File: config.mk
export PLATFORM = sky130hd
export DESIGN_NAME = tick_generator_flat
export DESIGN_NICKNAME = d
export VERILOG_FILES = /design/src/rtl/tick_generator_if.sv /design/src/rtl/tick_generator.sv /design/src/flat_wrapper.sv
export SDC_FILE = /design/constraint.sdc
export NUM_CORES = 1
export LEC_CHECK = 0
export CAP_MARGIN = 20
export CORE_MARGIN = 4
export CORE_UTILIZATION = 50
export CTS_CLUSTER_DIAMETER = 80
export DETAILED_ROUTE_END_ITERATION = 16
export HOLD_SLACK_MARGIN = 0.08
export PLACE_DENSITY = 0.68
export SLEW_MARGIN = 25
export SYNTH_ARGS = -nofsm -noshare
export SYNTH_HDL_FRONTEND = slang
export SYNTH_SLANG_ARGS = --single-unit
File: constraint.sdc
create_clock -name clock -period 4.93 [get_ports clock]
set_input_delay 0.7395 -clock clock [delete_from_list [all_inputs] [get_ports clock]]
set_output_delay 0.7395 -clock clock [all_outputs]
set_load 0.005 [all_outputs]
File: src/rtl/tick_generator_if.sv
// Configuration port of the tick generator: a valid/ready write channel
// carrying channel index, increment, enable and clear, plus an error pulse.
interface tick_generator_if #(
    parameter int ACC_WIDTH = 32
);
    logic                 cfg_valid;
    logic                 cfg_ready;
    logic [3:0]           cfg_chan;
    logic [ACC_WIDTH-1:0] cfg_inc;
    logic                 cfg_enable;
    logic                 cfg_clear;
    logic                 cfg_err;

    modport master (
        output cfg_valid,
        output cfg_chan,
        output cfg_inc,
        output cfg_enable,
        output cfg_clear,
        input  cfg_ready,
        input  cfg_err
    );

    modport slave (
        input  cfg_valid,
        input  cfg_chan,
        input  cfg_inc,
        input  cfg_enable,
        input  cfg_clear,
        output cfg_ready,
        output cfg_err
    );
endinterface

File: src/rtl/tick_generator.sv
// Multi-channel fractional-N tick generator: one phase accumulator per channel,
// carry out gives a tick pulse and toggles a square-wave output.
module tick_generator #(
    parameter int                        CHANNELS  = 3,
    parameter int                        ACC_WIDTH = 32,
    parameter longint unsigned           CLK_FREQ  = 64'd50000000,
    parameter logic [CHANNELS*32-1:0]    FREQ_INIT = {32'd25000000, 32'd32768, 32'd115200}
) (
    input  logic                clock,
    input  logic                reset,
    tick_generator_if.slave     cfg,
    output logic [CHANNELS-1:0] tick,
    output logic [CHANNELS-1:0] clk_out
);

    // Rounded increment for a requested tick frequency; the 64-bit product wraps
    // for very wide accumulators, which is the accepted elaboration-time behaviour.
    function automatic logic [ACC_WIDTH-1:0] inc_init(input int c);
        logic [63:0] num;
        num = ({32'd0, FREQ_INIT[c*32 +: 32]} << ACC_WIDTH) + (CLK_FREQ / 64'd2);
        num = num / CLK_FREQ;
        return num[ACC_WIDTH-1:0];
    endfunction

    logic [ACC_WIDTH-1:0] acc_r [CHANNELS];
    logic [ACC_WIDTH-1:0] inc_r [CHANNELS];
    logic [CHANNELS-1:0]  en_r;
    logic                 ready_r;
    logic                 err_r;

    logic                 accept_s;
    logic                 chan_ok_s;
    logic [CHANNELS-1:0]  hit_s;
    logic [ACC_WIDTH:0]   sum_s [CHANNELS];

    assign cfg.cfg_ready = ready_r;
    assign cfg.cfg_err   = err_r;

    // Write decode and per-channel accumulator sums with carry bit
    always_comb begin
        hit_s     = {CHANNELS{1'b0}};
        accept_s  = cfg.cfg_valid && ready_r;
        chan_ok_s = ({28'd0, cfg.cfg_chan} < 32'(CHANNELS));
        for (int c = 0; c < CHANNELS; c++) begin
            hit_s[c] = accept_s && ({28'd0, cfg.cfg_chan} == 32'(c));
            sum_s[c] = {1'b0, acc_r[c]} + {1'b0, inc_r[c]};
        end
    end

    // Handshake: ready drops for one cycle after each accepted write
    always_ff @(posedge clock) begin
        if (reset) begin
            ready_r <= 1'b1;
            err_r   <= 1'b0;
        end else begin
            ready_r <= ~accept_s;
            err_r   <= accept_s && !chan_ok_s;
        end
    end

    // Channel state: a clear overrides the carry of the add it coincides with,
    // while inc/en only take effect for the add after the accepting edge
    always_ff @(posedge clock) begin
        for (int c = 0; c < CHANNELS; c++) begin
            if (reset) begin
                acc_r[c]   <= {ACC_WIDTH{1'b0}};
                inc_r[c]   <= inc_init(c);
                en_r[c]    <= 1'b1;
                tick[c]    <= 1'b0;
                clk_out[c] <= 1'b0;
            end else begin
                if (hit_s[c] && cfg.cfg_clear) begin
                    acc_r[c]   <= {ACC_WIDTH{1'b0}};
                    tick[c]    <= 1'b0;
                    clk_out[c] <= 1'b0;
                end else if (en_r[c]) begin
                    acc_r[c] <= sum_s[c][ACC_WIDTH-1:0];
                    tick[c]  <= sum_s[c][ACC_WIDTH];
                    if (sum_s[c][ACC_WIDTH]) begin
                        clk_out[c] <= ~clk_out[c];
                    end else begin
                        clk_out[c] <= clk_out[c];
                    end
                end else begin
                    tick[c] <= 1'b0;
                end
                if (hit_s[c]) begin
                    inc_r[c] <= cfg.cfg_inc;
                    en_r[c]  <= cfg.cfg_enable;
                end else begin
                    inc_r[c] <= inc_r[c];
                    en_r[c]  <= en_r[c];
                end
            end
        end
    end

endmodule

File: src/flat_wrapper.sv
// flat-port wrapper written by rule: the top's interface ports become plain ports
module tick_generator_flat 
#(
    parameter int                        CHANNELS  = 3,
    parameter int                        ACC_WIDTH = 32,
    parameter longint unsigned           CLK_FREQ  = 64'd50000000,
    parameter logic [CHANNELS*32-1:0]    FREQ_INIT = {32'd25000000, 32'd32768, 32'd115200}
)
  (clock, reset, tick, clk_out, cfg_cfg_valid, cfg_cfg_chan, cfg_cfg_inc, cfg_cfg_enable, cfg_cfg_clear, cfg_cfg_ready, cfg_cfg_err);
  tick_generator_if #(.ACC_WIDTH(ACC_WIDTH)) cfg_i ();
  input  logic clock;
  input  logic reset;
  output logic [CHANNELS-1:0] tick;
  output logic [CHANNELS-1:0] clk_out;
  input wire logic [$bits(cfg_i.cfg_valid)-1:0] cfg_cfg_valid;
  input wire logic [$bits(cfg_i.cfg_chan)-1:0] cfg_cfg_chan;
  input wire logic [$bits(cfg_i.cfg_inc)-1:0] cfg_cfg_inc;
  input wire logic [$bits(cfg_i.cfg_enable)-1:0] cfg_cfg_enable;
  input wire logic [$bits(cfg_i.cfg_clear)-1:0] cfg_cfg_clear;
  output wire logic [$bits(cfg_i.cfg_ready)-1:0] cfg_cfg_ready;
  output wire logic [$bits(cfg_i.cfg_err)-1:0] cfg_cfg_err;
  assign cfg_i.cfg_valid = cfg_cfg_valid;
  assign cfg_i.cfg_chan = cfg_cfg_chan;
  assign cfg_i.cfg_inc = cfg_cfg_inc;
  assign cfg_i.cfg_enable = cfg_cfg_enable;
  assign cfg_i.cfg_clear = cfg_cfg_clear;
  assign cfg_cfg_ready = cfg_i.cfg_ready;
  assign cfg_cfg_err = cfg_i.cfg_err;
  tick_generator #(.CHANNELS(CHANNELS), .ACC_WIDTH(ACC_WIDTH), .CLK_FREQ(CLK_FREQ), .FREQ_INIT(FREQ_INIT)) u_core (.clock(clock), .reset(reset), .cfg(cfg_i), .tick(tick), .clk_out(clk_out));
endmodule
Word level (Yosys, flattened, before mapping)
Memory sizes are Yosys's and may differ from the RTL's.
Cells that the tools add are included.
W data, S select, Z words.
{ "word_totals": {"mem_bits_ro": 0, "latch_bits": 0, "wordCells": 110, "regBits": 11, "mem_count": 2, "mem_bits_rw": 192} }
{ "classes": {"div": 0, "bitwise": 19, "order_cmp": 1, "n_mux": 53, "reduce_logical": 19, "n_addsub": 3, "shifts": 0, "n_mul": 0, "eq_ne": 2} }
{ "memory_table": {"columns": ["name", "depth", "word_bits", "read_ports", "rd_ports_with_merged_regs", "write_ports", "line", "rtl"], "rows": [
  ["u_core.acc_r", 3, 32, 3, 0, 3, "tick_generator.sv:25", "logic [ACC_WIDTH-1:0] acc_r [CHANNELS];"],
  ["u_core.inc_r", 3, 32, 3, 0, 3, "tick_generator.sv:26", "logic [ACC_WIDTH-1:0] inc_r [CHANNELS];"]
]} }
{ "op_table": {"columns": ["operator", "n"], "rows": [
  ["$mux W32", 12],
  ["$add A32 B32 Y33", 3],
  ["$mux W1", 41],
  ["$or A1 B1 Y1", 12],
  ["$reduce_or A3 Y1", 3],
  ["$logic_and A1 B1 Y1", 8],
  ["$not A1 Y1", 7],
  ["$reduce_and A2 Y1", 3],
  ["$reduce_or A2 Y1", 3],
  ["$eq A4 B1 Y1 const B", 1],
  ["$eq A4 B2 Y1 const B", 1],
  ["$logic_not A4 Y1", 1],
  ["$lt A4 B2 Y1 const B", 1],
  ["$logic_not A1 Y1", 1]
]} }

Logic depth before layout (Yosys ltp)
{ "logic_depth": {"ltp_word": 8, "depth_mapped": 10, "mapped_depth_nobuf": 10} }

Worst setup path before layout
Ideal clock, no wire load.
{ "synth_path": {"kind": "input port to flip-flop", "from": "input cfg_cfg_chan[3]", "to": "memory u_core.inc_r[1][0], enable pin", "n_path_buf": 2, "required_time_ps": 4536, "setup_slack_ps": 1862, "path_stages": 5, "arrival_time_ps": 2674, "path_cell_list": "or3_1 -> or3b_2 -> clkbuf_1 -> clkbuf_1 -> nand2b_1"} }
{ "synth_rtl": {"columns": ["item", "line", "rtl"], "rows": [
  ["start, declared", "flat_wrapper.sv:16", "input wire logic [$bits(cfg_i.cfg_chan)-1:0] cfg_cfg_chan;"],
  ["end, declared", "tick_generator.sv:26", null]
]} }

==> flow_metrics.env <==
export IMPL_status="finished, final reports clean"
export IMPL_finClkSkew_ns=0.0114
export IMPL_io_pin_count=49
export IMPL_fin_cells=1580
export IMPL_syn_nets=1341
export IMPL_drv_slew=0
export IMPL_combPwrFrac_pct=43.2
export IMPL_slew_headroom_pct=46.1
export IMPL_clk_pin_slew_ns=0.06
export IMPL_cts_buffers_inserted=24
export IMPL_syn_cell_area_sq_mm=0.0125
export IMPL_p_seq_share_pct=32.4
export IMPL_dr_wl_met2_um=14100
export IMPL_placedCellCount=1536
export IMPL_met3WireLength_um=1800
export IMPL_hold_viol=0
export IMPL_cts_setup_buffers=0
export IMPL_syn_to_final_growth_pct=12.5
export IMPL_grt_max_degree=48
export IMPL_port_buffers=48
export IMPL_cap_violations=0
export IMPL_reg2reg_slack_ns=1.61
export IMPL_ant_nets=0
export IMPL_layout_nets=1378
export IMPL_irDropWorstVdd_mv=0.371
export IMPL_fin_crit_sh_pct=67.3
export IMPL_clkPwrFrac_pct=24.3
export IMPL_cts_tree="yes"
export IMPL_met1_length_um=14000
export IMPL_cp_max_fo=3
export IMPL_swShare_pct=36.7
export IMPL_worstHoldPathType="reg -> reg"
export IMPL_vias=9424
export IMPL_ys_ff_latch=203
export IMPL_grt_pass1_vias=8947
export IMPL_cp_arrival_ns=3.57
export IMPL_async_reset_ff_share_pct=0
export IMPL_critPathCaptureType="flop"
export IMPL_clockBufferDepth=3
export IMPL_worstSetupStartpointType="flop"
export IMPL_post_dp_hpwl_um=22900
export IMPL_fill_cells=2124
export IMPL_setup_viol=0
export IMPL_clock_fmax_ghz=0.301
export IMPL_final_cell_mix="edfxtp_1, nor2_1, a21oi_1"
export IMPL_grt_pass1_wl_um=47500
export IMPL_clock_sinks=203
export IMPL_setup_tns_ns=0
export IMPL_gr_total_overflow=0
export IMPL_layout_commonest_cell="edfxtp_1"
export IMPL_viasPerCell=5.96
export IMPL_track_usage_pct=21.2
export IMPL_avgSynthCellArea_sq_um=10.4
export IMPL_die_w_um=166
export IMPL_p_int_mw=4.87
export IMPL_critPathRequiredTime_ns=5.18
export IMPL_n_antenna_cell=0
export IMPL_routedWlPerCell_um=19.4
export IMPL_h_tree_depth=1
export IMPL_ctsRootBufferMaster="clkbuf_16"
export IMPL_synth_edff_count=192
export IMPL_ff_latch_area_sq_mm=0.00599
export IMPL_switchingPower_mw=2.83
export IMPL_finish_utilization_pct=57.6
export IMPL_synthDistinctLibCells=73
export IMPL_crit_type="reg -> reg"
export IMPL_core_area_sq_mm=0.0245
export IMPL_totalWireLength_um=30600
export IMPL_cts_resized=0
export IMPL_synth_flop_cell="edfxtp_1"
export IMPL_highest_layer="met4"
export IMPL_hold_buffers=0
export IMPL_final_layout_size_suffix_gt1_share_pct=5.57
export IMPL_rows=57
export IMPL_route_detailed_drc=0
export IMPL_drt_iter0_drc=750
export IMPL_ys_seq_area_share_pct=47.8
export IMPL_ys_warn_count=0
export IMPL_worst_pin_slew_ns=0.807
export IMPL_multiInputGateArea_sq_mm=0.00618
export IMPL_final_min_clock_period_ns=3.32
export IMPL_dieArea_sq_mm=0.0276
export IMPL_gp_congestion=0.887
export IMPL_firstDrtPassIters=6
export IMPL_rsz0062_at_grt="false"
export IMPL_syn_inst=1201
export IMPL_die_h_um=166
export IMPL_start_util_pct=51.2
export IMPL_insertion_delay_ns=0.53
export IMPL_antenna_found_initial=0
export IMPL_cellLeakagePower_nw=5.68
export IMPL_power_per_cell_area_mw_per_mm2=547
==> final cells by class <==
cell class	count	share of cell area (%)
clock buffer	31	4.52
clock inverter	13	1.41
inverter	31	0.826
multi-input combinational	919	43.9
sequential	203	42.5
tap	324	2.88
timing repair buffer	59	3.96
==> metrics by stage <==
step                      hold slack [ns]  total power [mW]  cell area [sq um]  setup WS (ns)
final                               0.508              7.70              14100           1.61
after global routing                0.529              8.21              14100           1.32
after floorplan                     0.462              5.11              12500           1.86
after global placement              0.484              5.73              13200           1.55
after CTS                           0.508              7.70              14100           1.66
after detailed placement            0.499              5.80              13200           1.49
==> state kept, by name (all words and copies together) (netlist names) <==
signal,count
u_core.acc_r,96
u_core.cfg.cfg_ready,1
u_core.tick,3
u_core.inc_r,96
u_core.clk_out,3
u_core.en_r,3
u_core.cfg.cfg_err,1
==> power by group through the flow <==
stage	sequential, mW	combinational [mW]	clock, mW
after global routing	2.52	3.72	1.97
after detailed placement	2.53	3.27	0
after CTS	2.50	3.30	1.91
after global placement	2.52	3.22	0
final	2.50	3.33	1.87
after floorplan	2.47	2.64	0
==> per-layer routing <==
metal	vias to the layer above	GRT usage [%]
li1	4578	-
met1	4491	30.8
met2	310	33.6
met3	45	3.12
met4	0	5.16
met5	-	0
==> worst max-delay path: stages (launching register included) <==
cell and delay (ns):
edfxtp_1 0.37, ha_1 0.25, fa_1 0.42, a21o_1 0.19
a21oi_1 0.24, o21ai_0 0.22, a2111oi_2 0.62, o31ai_1 0.24
a21boi_0 0.27, xor2_1 0.17, nor2_1 0.05
==> kinds of logic (layout without fill, tap and decap cells) <==
kind of cell               after synthesis  after routing  share of synthesized area (%)
muxes                                    5              5                          0.400
xor gates and xnor gates                70             70                           4.90
buffers and inverters                   79            134                           2.77
DFF                                    203            203                           47.8
and+or+nand+nor                        414            414                           16.4
AOI/OAI and AO/OA                      331            331                           17.6
adders and majority gates               99             99                           10.1
==> cell usage after synthesis (20+ instances only) <==
library cell / n / share of area (%)
a21o_1: 46 / 2.8
clkbuf_1: 41 / 1.2
a21oi_1: 105 / 4.2
and2_1: 22 / 1.1
nor2_1: 128 / 3.8
edfxtp_1: 192 / 46
inv_1: 31 / 0.93
nand3_1: 20 / 0.80
ha_1: 96 / 9.6
or3_1: 34 / 1.7
nand2_1: 80 / 2.4
xor2_1: 29 / 2.0
o21ai_0: 48 / 1.9
xnor2_1: 41 / 2.9
nor2b_1: 32 / 1.6
nand2b_1: 25 / 1.2
==> path summary, 6_finish.rpt <==
check,start,end,cells after the start
worst max-delay path,u_core.acc_r[2][0]$_SDFFCE_PN0P_,u_core.acc_r[2][20]$_SDFFCE_PN0P_,10
worst min-delay path,u_core.clk_out[1]$_SDFFE_PP0P_,u_core.clk_out[1]$_SDFFE_PP0P_,2
worst max register to register,u_core.acc_r[2][0]$_SDFFCE_PN0P_,u_core.acc_r[2][20]$_SDFFCE_PN0P_,10
worst min register to register,u_core.clk_out[1]$_SDFFE_PP0P_,u_core.clk_out[1]$_SDFFE_PP0P_,2
Power figures use the tool's default switching activity.
